$ cat src/rtl/keypad_digit_capture.sv
// keypad_digit_capture: decodes scanner key presses into a two-digit hex history,
// accepting one digit per physical press via a press/release lockout.
module keypad_digit_capture #(
  parameter int RELEASE_CYCLES = 32
) (
  input  logic       clk,
  input  logic       reset,
  input  logic [3:0] rows,
  input  logic [3:0] cols,
  input  logic       change,
  output logic [7:0] digits,
  output logic       new_digit,
  output logic       key_held
);
  localparam int CW = $clog2(RELEASE_CYCLES + 1);
  // Nibble k holds the code for row*4+col.
  localparam logic [63:0] KEY_MAP = 64'hDF0E_C987_B654_A321;
  typedef enum logic [1:0] {ARMED, HELD, RELEASE} state_t;
  state_t state, state_n;
  logic [CW-1:0] cnt, cnt_n;
  logic [7:0] digits_n;
  logic new_n;
  logic row_ok, col_ok, valid;
  logic [1:0] row_idx, col_idx;
  logic [3:0] code;
  assign row_ok  = (rows != 4'b0) && ((rows & (rows - 4'd1)) == 4'b0);
  assign col_ok  = (cols != 4'b0) && ((cols & (cols - 4'd1)) == 4'b0);
  assign valid   = change && row_ok && col_ok;
  assign row_idx = {rows[3] | rows[2], rows[3] | rows[1]};
  assign col_idx = {cols[3] | cols[2], cols[3] | cols[1]};
  assign code    = KEY_MAP[{row_idx, col_idx, 2'b00} +: 4];
  always_ff @(posedge clk or negedge reset) begin
    if (!reset) begin
      state     <= ARMED;
      cnt       <= '0;
      digits    <= 8'h00;
      new_digit <= 1'b0;
    end else begin
      state     <= state_n;
      cnt       <= cnt_n;
      digits    <= digits_n;
      new_digit <= new_n;
    end
  end
  always_comb begin
    state_n  = state;
    cnt_n    = cnt;
    digits_n = digits;
    new_n    = 1'b0;
    case (state)
      ARMED: begin
        if (valid) begin
          digits_n = {digits[3:0], code};
          new_n    = 1'b1;
          state_n  = HELD;
        end
      end
      HELD: begin
        if (cols == 4'b0) begin
          state_n = RELEASE;
          cnt_n   = '0;
        end
      end
      RELEASE: begin
        if (cols != 4'b0) begin
          state_n = HELD;
          cnt_n   = '0;
        end else if (cnt == CW'(RELEASE_CYCLES - 1)) begin
          state_n = ARMED;
          cnt_n   = '0;
        end else begin
          cnt_n = (cnt == {CW{1'b1}}) ? cnt : cnt + 1'b1;
        end
      end
      default: begin
        state_n = ARMED;
        cnt_n   = '0;
      end
    endcase
  end
  always_comb key_held = (state != ARMED);
endmodule

$ cat config.mk
export PLATFORM = sky130hd
export DESIGN_NAME = keypad_digit_capture
export DESIGN_NICKNAME = d
export VERILOG_FILES = /design/src/rtl/keypad_digit_capture.sv
export SDC_FILE = /design/constraint.sdc
export NUM_CORES = 1
export LEC_CHECK = 0
export CELL_PAD_IN_SITES_DETAIL_PLACEMENT = 0
export CELL_PAD_IN_SITES_GLOBAL_PLACEMENT = 1
export CORE_AREA = 2 2 63 65
export CTS_BUF_LIST = sky130_fd_sc_hd__clkbuf_8
export CTS_CLUSTER_DIAMETER = 200
export CTS_CLUSTER_SIZE = 20
export DETAILED_ROUTE_END_ITERATION = 10
export DIE_AREA = 0 0 65 67
export PLACE_DENSITY_LB_ADDON = 0.1
export SYNTH_ARGS = -nofsm -noshare
export SYNTH_HDL_FRONTEND = slang
export SYNTH_SLANG_ARGS = --single-unit
$ cat constraint.sdc
create_clock -name clk -period 4 [get_ports clk]
set_clock_uncertainty 0.05 [all_clocks]
set_input_delay 0.6 -clock clk [delete_from_list [all_inputs] [get_ports clk]]
set_output_delay 0.6 -clock clk [all_outputs]
set_load 0.02 [all_outputs]
# Yosys cells after proc, flatten, opt, wreduce, memory -nomap -nowiden
# Index checks and enable logic that the tools add are counted.
[totals] reg_bits=17 latchBits=0 ram_bits=0 mem_bits_ro=0 mem_count=0
[op_classes] addsub=3 multipliers=0 n_div=0 order_cmp=0 n_eq_ne=8 shifts=1 n_mux=12 n_bitwise=7 reduce_logical=14
[op_table] op="64-bit by 7-bit indexed part select with 4-bit output, first input constant" count=1
[op_table] op="6-bit 2-to-1 mux" count=4
[op_table] op="6-bit case mux with 3 select lines" count=1
[op_table] op="4-bit logical NOT" count=3
[op_table] op="4-bit AND" count=2
[op_table] op="2-bit 2-to-1 mux" count=4
[op_table] op="4-bit nonzero test" count=2
[op_table] op="4-bit by 1-bit subtractor with 4-bit output, second input constant" count=2
[op_table] op="6-bit by 1-bit adder with 6-bit output, second input constant" count=1
[op_table] op="6-bit by 5-bit equality test with 1-bit output, second input constant" count=1
[op_table] op="6-bit equality test, second input constant" count=1
[op_table] op="2-bit case mux with 3 select lines" count=1
[op_table] op="3-bit AND reduction" count=2
[op_table] op="1-bit logical AND" count=4
[op_table] op="2-bit != test, second input constant" count=2
[op_table] op="4-bit != test, second input constant" count=1
[op_table] op="1-bit OR" count=4
[op_table] op="3-bit != test, second input constant" count=1
[op_table] op="2-bit by 1-bit equality test with 1-bit output, second input constant" count=1
[op_table] op="2-bit equality test, second input constant" count=1
[op_table] op="2-bit logical NOT" count=1
[op_table] op="1-bit 2-to-1 mux" count=2
[op_table] op="2-bit AND reduction" count=1
[op_table] op="2-bit nonzero test" count=1
[op_table] op="1-bit inverter" count=1

# Logic depth before layout (Yosys ltp)
# Gate-level depths: netlist of run 1.
[depth] ltp_word=8 depth_mapped=7 depth_no_buf=7

# Worst setup path before layout of run 1
# No wires, ideal clock.
[synth_timing] path_kind="input to register" start="input cols[3]" end="register digits[0]" setup_time_ns=0.125 arrival_ns=1.850 slack_ns=1.975 stages=4 n_path_buf=0 path_cell_list="nor2_1 nand3b_1 a211oi_4 mux2_2"
[synth_via] elab_chain_cells=6
[synth_rtl] element="from (decl)" line="9" source="input logic [3:0] cols,"
[synth_rtl] element="4-bit by 1-bit subtractor with 4-bit output" line="27" source="assign col_ok = (cols != 4'b0) && ((cols & (cols - 4'd1)) == 4'b0);"
[synth_rtl] element="4-bit AND" line="27"
[synth_rtl] element="4-bit logical NOT" line="27"
[synth_rtl] element="1-bit logical AND" line="27"
[synth_rtl] element="1-bit logical AND" line="28" source="assign valid = change && row_ok && col_ok;"
[synth_rtl] element="2-bit AND reduction (no source line)"
[synth_rtl] element="to (signal assigned)" line="41" source="digits <= digits_n;"
[synth_rtl] element="to (decl)" line="11" source="output logic [7:0] digits,"
# Several ways; a longest one is shown, not always the timed one.
# A chain may end at the register's enable or synchronous reset.

# Worst setup path in the final report of run 1
# Same ends and word-level chain as after synthesis.

==> results.md, run 1 <==
| Stage | Parameter | Reported |
| --- | --- | --- |
| sta | Worst-Margin Slew | 775 ps |
| route | DR vias | 861 |
| clocking | Number of post-CTS setup repair buffers | 0 |
| worst setup path | Startpoint class of the critical path | input port |
| sta | Max Fclk | 0.380 GHz |
| worst setup path | Slowest stage cell on the critical path | clkdlybuf4s50_1 |
| synth | Most repeated cell in the gate-level netlist after synthesis | dfrtp_1 |
| worst setup path | Category of the worst setup path capture point | flop |
| placement | Count of buffers inserted at the top-level ports | 20 |
| route | Routed length per placed instance | 12.8 um |
| placement | DPL Wire Length | 1750 um |
| synth | Synth Instances | 106 |
| grt | Global routing usage summed across all routing layers | 11.9% |
| worst setup path | Worst path top cell family by delay | simple AND/OR/NAND/NOR gates |
| floorplan | Number of cell rows | 22 |
| clocking | Clock slew at reported path FFs | 70 ps |
| placement | Number of cells in the design after placement | 172 |
| floorplan | I/O pin count | 21 |
| route | Total Routed Length | 2250 um |
| outcome | Outcome | finished, final reports clean |
| floorplan | Effective utilization at floorplan | 30.2% |
| sta | Final setup TNS | 0 ps |
| worst setup path | Ordered cell list for the critical path | clkdlybuf4s50_1, nor2_1, nand3b_1, a211oi_4, mux2_2 |
| synth | Leading post-synthesis cells by instance count | 17 x dfrtp_1, 10 x mux2_2, 7 x inv_1, 7 x nand3_1 |
| layout | Fraction of layout instances using a drive strength above 1 | 14.8% |
| clocking | Maximum level of the CTS H-tree | 1 |
| sta | Final-report max-slew violation count | 0 |
| synth | Synth Net Count | 122 |
| synth | Number of synthesized register bits | 17 |
| worst setup path | Critical Setup Path Class | input port to flop |
| synth | Mean instance size in the synthesized netlist | 10.3 um^2 |
| clocking | Root buf cell | clkbuf_8 |
| clocking | Number of buffers created by CTS | 3 |
| route | Initial DRT Pass Iterations | 3 |
| sta | Setup repair after global routing missed its margin | no |
| clocking | Resized Gates After CTS | 0 |
| sta | Final hold violation count | 0 |
| synth | Area share of the leading cell type in the synthesized netlist | 39.1% |
| grt | Global-route wire length before repair | 3930 um |
| worst setup path | Arrival time of the worst setup path | 2720 ps |
| route | Via count normalized by instance count | 4.89 |
| clocking | Number of hold buffers added after CTS | 0 |
| sta | Number of setup violations in the final report | 0 |
| pwr | Max rail drop VDD | 0.000183 V |
| sta | Final critical-path share of the clock period | 65.7% |
| placement | Final weighted congestion in routability-driven placement | 0.778 |
| clocking | Skew-Pair Late Insertion Delay | 260 ps |
| floorplan | CORE AREA | 3610 um^2 |
| route | Count of routing violations after the opening detailed-route iteration | 48 |
| grt | Via count of the first global-routing pass | 860 |
| synth | Cell type with the highest aggregate area in the netlist | dfrtp_1 |
| synth | Post-synth EDFFs | 0 |
| synth | Most used DFF post-synth | dfrtp_1 |
| synth | Ys Warns | 0 |
| worst setup path | Required time at the worst-slack endpoint | 4090 ps |
| layout | Number of nets in the finished design | 145 |
| grt | Number of antenna violations at the first check in global routing | 0 |
| pwr | Power density over cell area | 447 nW/um^2 |
| route | Post-detailed-route DRC marker count | 0 |
| worst setup path | Largest fanout on the critical path | 9 |
| floorplan | Die X-Extent | 65 um |
| worst setup path | Delay of the slowest cell on the worst path | 530 ps |
| sta | Fin crit period | 2630 ps |
| sta | Slew HR | 48.1% |
| synth | Synth async-reset ratio | 100% |
| layout | Antenna diodes | 0 |
| synth | Proportion of synthesized chip area in sequential cells | 39.1% |
| synth | Count of distinct cell types in the synthesized netlist | 33 |
| layout | Non-filler cells, final | 176 |
| clocking | Sink Count | 17 |
| pwr | Leakage power | 0.570 nW |
| layout | Area delta synth->final | 27.3% |
| clocking | Clock tree from TritonCTS | yes |
| grt | Sum of overflow across all layers after global routing | 0 |
| flow run | Max-cap check violation count | 0 |
| floorplan | Die Y | 67 um |
| min path | Path category of the worst min-delay check | flop to flop |
| route | Post-detailed-route count of antenna-violating nets | 0 |
| clocking | CTS max path bufs | 2 |
| worst setup path | Critical path buffer and inverter count | 1 |
| synth | Netlist area before placement | 1090 um^2 |
| grt | Maximum number of pins on one net before global-route repair | 18 |
| synth | Cell types with the largest area share after synthesis | dfrtp_1 39%, mux2_2 10%, ha_1 5.8% |
| floorplan | Area of the die | 4360 um^2 |
-- final timing paths --
kind,slack (ps),cells after the start,from,endpoint
hold reg to reg,460,1,digits[5]$_DFFE_PN0P_,digits[5]$_DFFE_PN0P_
hold / removal,460,1,digits[5]$_DFFE_PN0P_,digits[5]$_DFFE_PN0P_
max in group asynchronous,2670,1,reset,cnt[0]$_DFFE_PN0P_
setup / recovery,1370,5,cols[3],digits[0]$_DFFE_PN0P_
min in group asynchronous,750,1,reset,state[0]$_DFFE_PN0P_
setup reg to reg,2210,5,cnt[0]$_DFFE_PN0P_,cnt[2]$_DFFE_PN0P_
-- sequential cells by signal, summed over array words and instances, names as in the netlist --
| register | count |
|---|---|
| cnt | 6 |
| digits | 8 |
| new_digit | 1 |
| state | 2 |
-- worst register-to-register path: stages, from the launching register on --
cell      delay (ps)
dfrtp_1          430
ha_1             230
nand4_1          140
o21ai_0          460
a21boi_0         210
mux2i_1          160
-- cell type report --
class                      instances  area (um^2)
inverter                           7         26.3
clock inverter                     1         5.00
sequential                        17          425
fill                             374         2220
tap                               48         60.1
clock buffer                       3         41.3
timing repair buffer              20          200
multi-input combinational         80          626
-- cells in the final DEF, fill, tap and decap left out, types with 2 or more instances in the layout --
master,count
a211oi_1,2
dfrtp_1,17
nand4_1,4
nand3b_1,2
nand2_1,4
a21o_1,2
nand3_1,7
nor2b_1,3
nor4b_1,2
xor2_1,2
o21ai_0,5
nor2_1,4
mux2_2,10
inv_1,7
o22ai_1,3
a21oi_1,5
nand2b_1,2
ha_1,5
mux2i_1,5
clkdlybuf4s50_1,20
a21boi_0,2
clkbuf_8,3
-- per-layer routing --
metal,wire [um],track usage [%],up-vias
met5,0,0,-
met2,1030,20.0,13
li1,-,-,438
met4,12,3.19,0
met3,80,3.38,2
met1,1120,14.8,408
-- power by group --
part | internal [mW] | leakage, nW | switching [mW]
sequential | 0.214 | 0.228 | 0.0291
combinational | 0.125 | 0.316 | 0.117
clock | 0.0692 | 0.0255 | 0.0639
total | 0.409 | 0.570 | 0.210
-- stage by stage --
step | hold WS (ps) | util [%] | total power [mW] | setup WS (ps) | cell area [um^2]
2_1_floorplan | 254 | - | 0.374 | 1980 | 1090
3_3_place_gp | 441 | 37.1 | 0.491 | 1090 | 1340
3_5_place_dp | 448 | 37.1 | 0.493 | 1060 | 1340
4_1_cts | 465 | 38.4 | 0.630 | 1340 | 1380
5_1_grt | 476 | 38.4 | 0.662 | 1210 | 1380
6_report | 457 | 38.4 | 0.619 | 1370 | 1380
-- cell families after synthesis --
| kind of cell | count (synthesis) | synth area share (%) |
|---|---|---|
| flip-flops | 17 | 39.1 |
| adder cells (fa/ha/maj) | 5 | 5.75 |
| AND/OR/NAND/NOR | 33 | 18.5 |
| AO/OA/AOI/OAI | 25 | 16.7 |
| multiplexers | 15 | 15.0 |
| XOR/XNOR | 2 | 1.61 |
| buffers and inverters | 9 | 3.34 |
No activity file was read; power rests on OpenSTA's default activity.
==> inputs of run 2 (changes only) <==
==> constraint.sdc (replaced) <==
create_clock -name clk -period 2.5 [get_ports clk]
set_clock_uncertainty 0.05 [all_clocks]
set_input_delay 0.375 -clock clk [delete_from_list [all_inputs] [get_ports clk]]
set_output_delay 0.375 -clock clk [all_outputs]
set_load 0.02 [all_outputs]
==> run 2 against run 1 <==
Net effect: setup slack got worse by 1000 ps; combinational power up 62%; non-clock buffer count rose by 5; register-to-register slack worse by 1500 ps; routed wire length is 1.5% higher; critical endpoint is now digits[3]$_DFFE_PN0P_; sequential cell count did not move; die area did not move; global-route usage is 0.23 points higher; first-iteration DRC count is 31% lower; cell count rose by 2.8%; clock-buffer cell count unchanged.
==> results.md, run 2 (synthesis results as in run 1) <==
| Stage | Parameter | Reported |
| --- | --- | --- |
| sta | Final critical-path share of the clock period | 86.0% |
| floorplan | Die X-Extent | 65 um |
| layout | Area delta synth->final | 30.7% |
| layout | Fraction of layout instances using a drive strength above 1 | 18.0% |
| layout | Core utilization of the finished layout | 39.4% |
| worst setup path | Required time at the worst-slack endpoint | 2590 ps |
| floorplan | Area of the die | 4360 um^2 |
| floorplan | Number of cell rows | 22 |
| clocking | Number of hold buffers added after CTS | 0 |
| route | Post-detailed-route count of antenna-violating nets | 0 |
| pwr | Post-layout power | 0.991 mW |
| grt | Global routing usage summed across all routing layers | 12.1% |
| route | DR vias | 886 |
| layout | Largest register by flop count | digits |
| sta | Max Fclk | 0.465 GHz |
| layout | Multi-input gate area | 626 um^2 |
| floorplan | I/O pin count | 21 |
| flow run | Max-cap check violation count | 0 |
| route | Count of routing violations after the opening detailed-route iteration | 33 |
| layout | Commonest cells after routing, fill and taps aside | 20 x clkdlybuf4s50_1, 17 x dfrtp_1, 10 x mux2_2 |
| sta | Final setup TNS | 0 ps |
| route | Total Routed Length | 2280 um |
| floorplan | CORE AREA | 3610 um^2 |
| grt | Number of antenna violations at the first check in global routing | 0 |
| layout | Non-filler cells, final | 181 |
| floorplan | Die Y | 67 um |
| clocking | Skew-Pair Late Insertion Delay | 250 ps |
| worst setup path | Arrival time of the worst setup path | 2240 ps |
| placement | Final weighted congestion in routability-driven placement | 0.743 |
| placement | Count of buffers inserted at the top-level ports | 20 |
| clocking | Maximum level of the CTS H-tree | 1 |
| layout | Antenna diodes | 0 |
| clocking | Resized Gates After CTS | 0 |
| placement | Number of cells in the design after placement | 177 |
| layout | Most common cell after layout, fill and taps aside | clkdlybuf4s50_1 |
| grt | Sum of overflow across all layers after global routing | 0 |
| clocking | Root buf cell | clkbuf_8 |
| floorplan | Effective utilization at floorplan | 30.2% |
| pwr | Leakage power | 0.594 nW |
| clocking | Number of post-CTS setup repair buffers | 0 |
| layout | Filler cells | 369 |
| route | Post-detailed-route DRC marker count | 0 |
| grt | Maximum number of pins on one net before global-route repair | 18 |
| layout | Flip-flop count of the largest register, all copies and words added | 8 |
| sta | Fin crit period | 2150 ps |
| pwr | Power density over cell area | 697 nW/um^2 |
| grt | Global-route wire length before repair | 4040 um |
| worst setup path | Startpoint class of the critical path | input port |
| route | Initial DRT Pass Iterations | 3 |
| sta | Final hold violation count | 0 |
| placement | DPL Wire Length | 1800 um |
| outcome | Outcome | finished, final reports clean |
| worst setup path | Largest fanout on the critical path | 9 |
| clocking | Number of buffers created by CTS | 3 |
| route | Routed length per placed instance | 12.6 um |
| grt | Via count of the first global-routing pass | 911 |
| clocking | Clock tree from TritonCTS | yes |
| clocking | Sink Count | 17 |
| sta | Number of setup violations in the final report | 0 |
| worst setup path | Critical Setup Path Class | input port to flop |
| sta | Slew HR | 48.4% |
| worst setup path | Category of the worst setup path capture point | flop |
| sta | Setup repair after global routing missed its margin | no |
| min path | Path category of the worst min-delay check | flop to flop |
| clocking | CTS max path bufs | 2 |
| clocking | Clock slew at reported path FFs | 60 ps |
| sta | Worst-Margin Slew | 772 ps |
| layout | Register area | 425 um^2 |
| layout | Registers with the highest flip-flop counts | digits (8), cnt (6), state (2) |
| route | Via count normalized by instance count | 4.90 |
| sta | Tightest hold margin | 456 ps |
| layout | Number of nets in the finished design | 150 |
| pwr | Max rail drop VDD | 0.000347 V |
| sta | Final-report max-slew violation count | 0 |
run 2: critical path: stages:
cell and delay [ps]:
clkdlybuf4s50_1 530, o21ai_0 270, o211ai_2 160, a211oi_4 510, mux2_2 390
run 2: worst paths after layout:
kind / from / end / slack [ps] / depth (start not counted)
worst min-delay path: digits[4]$_DFFE_PN0P_ / digits[4]$_DFFE_PN0P_ / 460 / 1
worst min register to register: digits[4]$_DFFE_PN0P_ / digits[4]$_DFFE_PN0P_ / 460 / 1
min in group asynchronous: reset / digits[2]$_DFFE_PN0P_ / 520 / 1
max in group asynchronous: reset / cnt[1]$_DFFE_PN0P_ / 1390 / 1
worst max-delay path: cols[3] / digits[3]$_DFFE_PN0P_ / 350 / 5
worst max register to register: cnt[0]$_DFFE_PN0P_ / cnt[2]$_DFFE_PN0P_ / 670 / 5
run 2: metal layers:
metal / vias up / track usage (%) / wire (um)
li1: 440 / - / -
met1: 429 / 13.8 / 1040
met5: - / 0 / 0
met3: 3 / 3.21 / 94
met2: 14 / 22.2 / 1130
met4: 0 / 3.19 / 12
run 2: area by class of cell:
type	instances	area share [%]
Clock buffer	3	2.90
Sequential cell	17	29.9
Timing Repair Buffer	25	16.7
Multi-Input combinational cell	80	44.0
Inverter	7	1.85
Clock inverter	1	0.352
Tap cell	48	4.23
run 2: metrics by stage:
stage,cell area (um^2),setup WS (ps)
2_1_floorplan,1090,700
3_3_place_gp,1380,107
3_5_place_dp,1380,82.3
4_1_cts,1420,356
5_1_grt,1420,253
6_report,1420,350
run 2: power breakdown:
part	switching (mW)	leakage (nW)	internal (mW)	total [mW]
Sequential	0.0485	0.228	0.343	0.392
Clock	0.0957	0.0255	0.111	0.206
Combinational	0.186	0.340	0.206	0.393
Total	0.331	0.594	0.660	0.991
==> inputs of run 3 (changes only) <==
--- a/config.mk
+++ b/config.mk
@@ -13,6 +13,7 @@
 export CTS_CLUSTER_SIZE = 20
 export DETAILED_ROUTE_END_ITERATION = 10
 export DIE_AREA = 0 0 65 67
+export DONT_BUFFER_PORTS = 1
 export PLACE_DENSITY_LB_ADDON = 0.1
 export SYNTH_ARGS = -nofsm -noshare
 export SYNTH_HDL_FRONTEND = slang
==> run 3 against run 2 <==
Net effect: total power fell by 14%; fmax grew 18%; global-route usage is 0.16 points higher; via count fell by 9.0%; first-iteration DRC count up 64%; sequential share of layout area grew 5.3 points; design area shrank 15%; clock power barely moved; non-clock buffer count is 22 lower.
==> results.md, run 3 (synthesis results as in run 1) <==
| Stage | Parameter | Reported |
| --- | --- | --- |
| grt | Maximum number of pins on one net before global-route repair | 18 |
| worst setup path | Largest fanout on the critical path | 9 |
| sta | Setup repair after global routing missed its margin | no |
| grt | Number of antenna violations at the first check in global routing | 0 |
| worst setup path | Startpoint class of the critical path | flop |
| layout | Registers with the highest flip-flop counts | digits (8), cnt (6), state (2) |
| placement | Placed Instance Area | 1150 um^2 |
| clocking | CTS max path bufs | 2 |
| clocking | Sink Count | 17 |
| layout | Area delta synth->final | 11.2% |
| pwr | Leakage power | 0.508 nW |
| route | DR vias | 806 |
| pwr | Share of power burned in the clock network | 24.6% |
| sta | Slack of the critical path | 680 ps |
| route | Initial DRT Pass Iterations | 4 |
| pwr | Post-layout power | 0.848 mW |
| route | Routed length per placed instance | 15.0 um |
| layout | Number of nets in the finished design | 128 |
| pwr | Sequential share of power | 56.3% |
| route | Count of routing violations after the opening detailed-route iteration | 54 |
| sta | Worst-Margin Slew | 811 ps |
| placement | Final weighted congestion in routability-driven placement | 0.792 |
| pwr | Internal power | 0.534 mW |
| worst setup path | Required time at the worst-slack endpoint | 2590 ps |
| sta | Max Fclk | 0.549 GHz |
| sta | Fin crit period | 1820 ps |
| pwr | Sw Share | 37.0% |
| worst setup path | Arrival time of the worst setup path | 1910 ps |
| floorplan | Number of cell rows | 22 |
| layout | Most common cell after layout, fill and taps aside | dfrtp_1 |
| placement | Worst slack, placed | 648 ps |
| pwr | Relative contribution of combinational cells to total power | 19.1% |
| sta | Number of setup violations in the final report | 0 |
| sta | Final hold violation count | 0 |
| sta | Final critical-path share of the clock period | 72.8% |
| route | Via count normalized by instance count | 5.07 |
| flow run | Max-cap check violation count | 0 |
| worst setup path | Critical Setup Path Class | flop to flop |
| sta | Final-report max-slew violation count | 0 |
| pwr | Max rail drop VDD | 0.000295 V |
| layout | Largest register by flop count | digits |
| outcome | Outcome | finished, final reports clean |
| min path | Path category of the worst min-delay check | input port to flop |
| pwr | Power density over cell area | 702 nW/um^2 |
| layout | Post-route cell area | 1210 um^2 |
| floorplan | I/O pin count | 21 |
| clocking | Resized Gates After CTS | 0 |
| clocking | Skew-Pair Late Insertion Delay | 250 ps |
| layout | Flip-flop count of the largest register, all copies and words added | 8 |
| grt | Global routing usage summed across all routing layers | 12.2% |
| layout | Filler cells | 372 |
| clocking | Clock tree from TritonCTS | yes |
| layout | Fraction of layout instances using a drive strength above 1 | 18.9% |
| pwr | Switching power | 0.314 mW |
| placement | DPL Wire Length | 1800 um |
| route | Post-detailed-route count of antenna-violating nets | 0 |
| sta | Final setup TNS | 0 ps |
| clocking | Clock slew at reported path FFs | 70 ps |
| worst setup path | FF-to-FF path depth | 4 |
| clocking | Number of buffers created by CTS | 3 |
| floorplan | CORE AREA | 3610 um^2 |
| clocking | Maximum level of the CTS H-tree | 1 |
| layout | Antenna diodes | 0 |
| layout | Commonest cells after routing, fill and taps aside | 17 x dfrtp_1, 10 x mux2_2, 7 x inv_1, 7 x nand3_1 |
| grt | Via count of the first global-routing pass | 806 |
| floorplan | Area of the die | 4360 um^2 |
| grt | Global-route wire length before repair | 3890 um |
| floorplan | Die Y | 67 um |
| worst setup path | Category of the worst setup path capture point | flop |
| clocking | Number of post-CTS setup repair buffers | 0 |
| grt | Sum of overflow across all layers after global routing | 0 |
| sta | Slew HR | 45.8% |
| placement | Count of buffers inserted at the top-level ports | 0 |
| layout | Core utilization of the finished layout | 33.5% |
| floorplan | Die X-Extent | 65 um |
| clocking | Root buf cell | clkbuf_8 |
| floorplan | Effective utilization at floorplan | 30.2% |
| route | Post-detailed-route DRC marker count | 0 |
| min path | Hold Path Cell Cnt | 2 |
| route | Total Routed Length | 2390 um |
run 3: changes by cell type in the layout (fill, tap and decap cells not counted), sizes merged:
cell / delta
clkdlybuf4s50: -20
buf: -3
dlygate4sd3: +1
run 3: layout make-up:
class | count | area (um^2) | share of cell area [%]
Clock buffer | 3 | 41.3 | 3.42
Tap cell | 48 | 60.1 | 4.97
Sequential cell | 17 | 425 | 35.2
Clock inverter | 1 | 5.00 | 0.414
Timing Repair Buffer | 3 | 25.0 | 2.07
Multi-Input combinational cell | 80 | 626 | 51.8
Inverter | 7 | 26.3 | 2.17
run 3: repair_timing:
action / CTS / global route
hold buffers: 1 / 0
hold endpoints to repair: 17 / 0
endpoints found under the setup margin: 0 / 0
run 3: through the flow:
step                hold WS [ps]  cells
finish                       260    159
global route                 252    159
CTS                          260    159
detailed placement          29.9    154
global placement            29.8    154
floorplan                   29.4    106
run 3: metal layers:
layer,up-vias,routed length [um],GRT usage [%]
li1,401,-,-
met1,381,1150,15.2
met2,22,1090,19.6
met3,2,147,4.56
met4,0,6,3.99
met5,-,0,0
run 3: path summary, 6_finish.rpt:
| kind | slack (ps) | from | end |
|---|---|---|---|
| worst max-delay path | 680 | state[1]$_DFFE_PN0P_ | digits[4]$_DFFE_PN0P_ |
| worst min-delay path | 260 | cols[2] | state[1]$_DFFE_PN0P_ |
| worst max register to register | 680 | state[1]$_DFFE_PN0P_ | digits[4]$_DFFE_PN0P_ |
| worst min register to register | 520 | cnt[4]$_DFFE_PN0P_ | cnt[4]$_DFFE_PN0P_ |
| max in group asynchronous | 1290 | reset | cnt[3]$_DFFE_PN0P_ |
| min in group asynchronous | 600 | reset | digits[7]$_DFFE_PN0P_ |
run 3: power groups by stage:
stage          combinational, mW  clock [mW]  sequential (mW)
6_report                   0.162       0.209            0.477
5_1_grt                    0.179       0.235            0.488
4_1_cts                    0.165       0.219            0.477
3_5_place_dp               0.156           0            0.484
3_3_place_gp               0.156           0            0.481
2_1_floorplan              0.135           0            0.462
run 3: critical path, stage by stage (launching register included):
cell	delay [ps]
dfrtp_1	440
nor2_1	200
nand2_1	140
a211oi_4	480
mux2_2	390
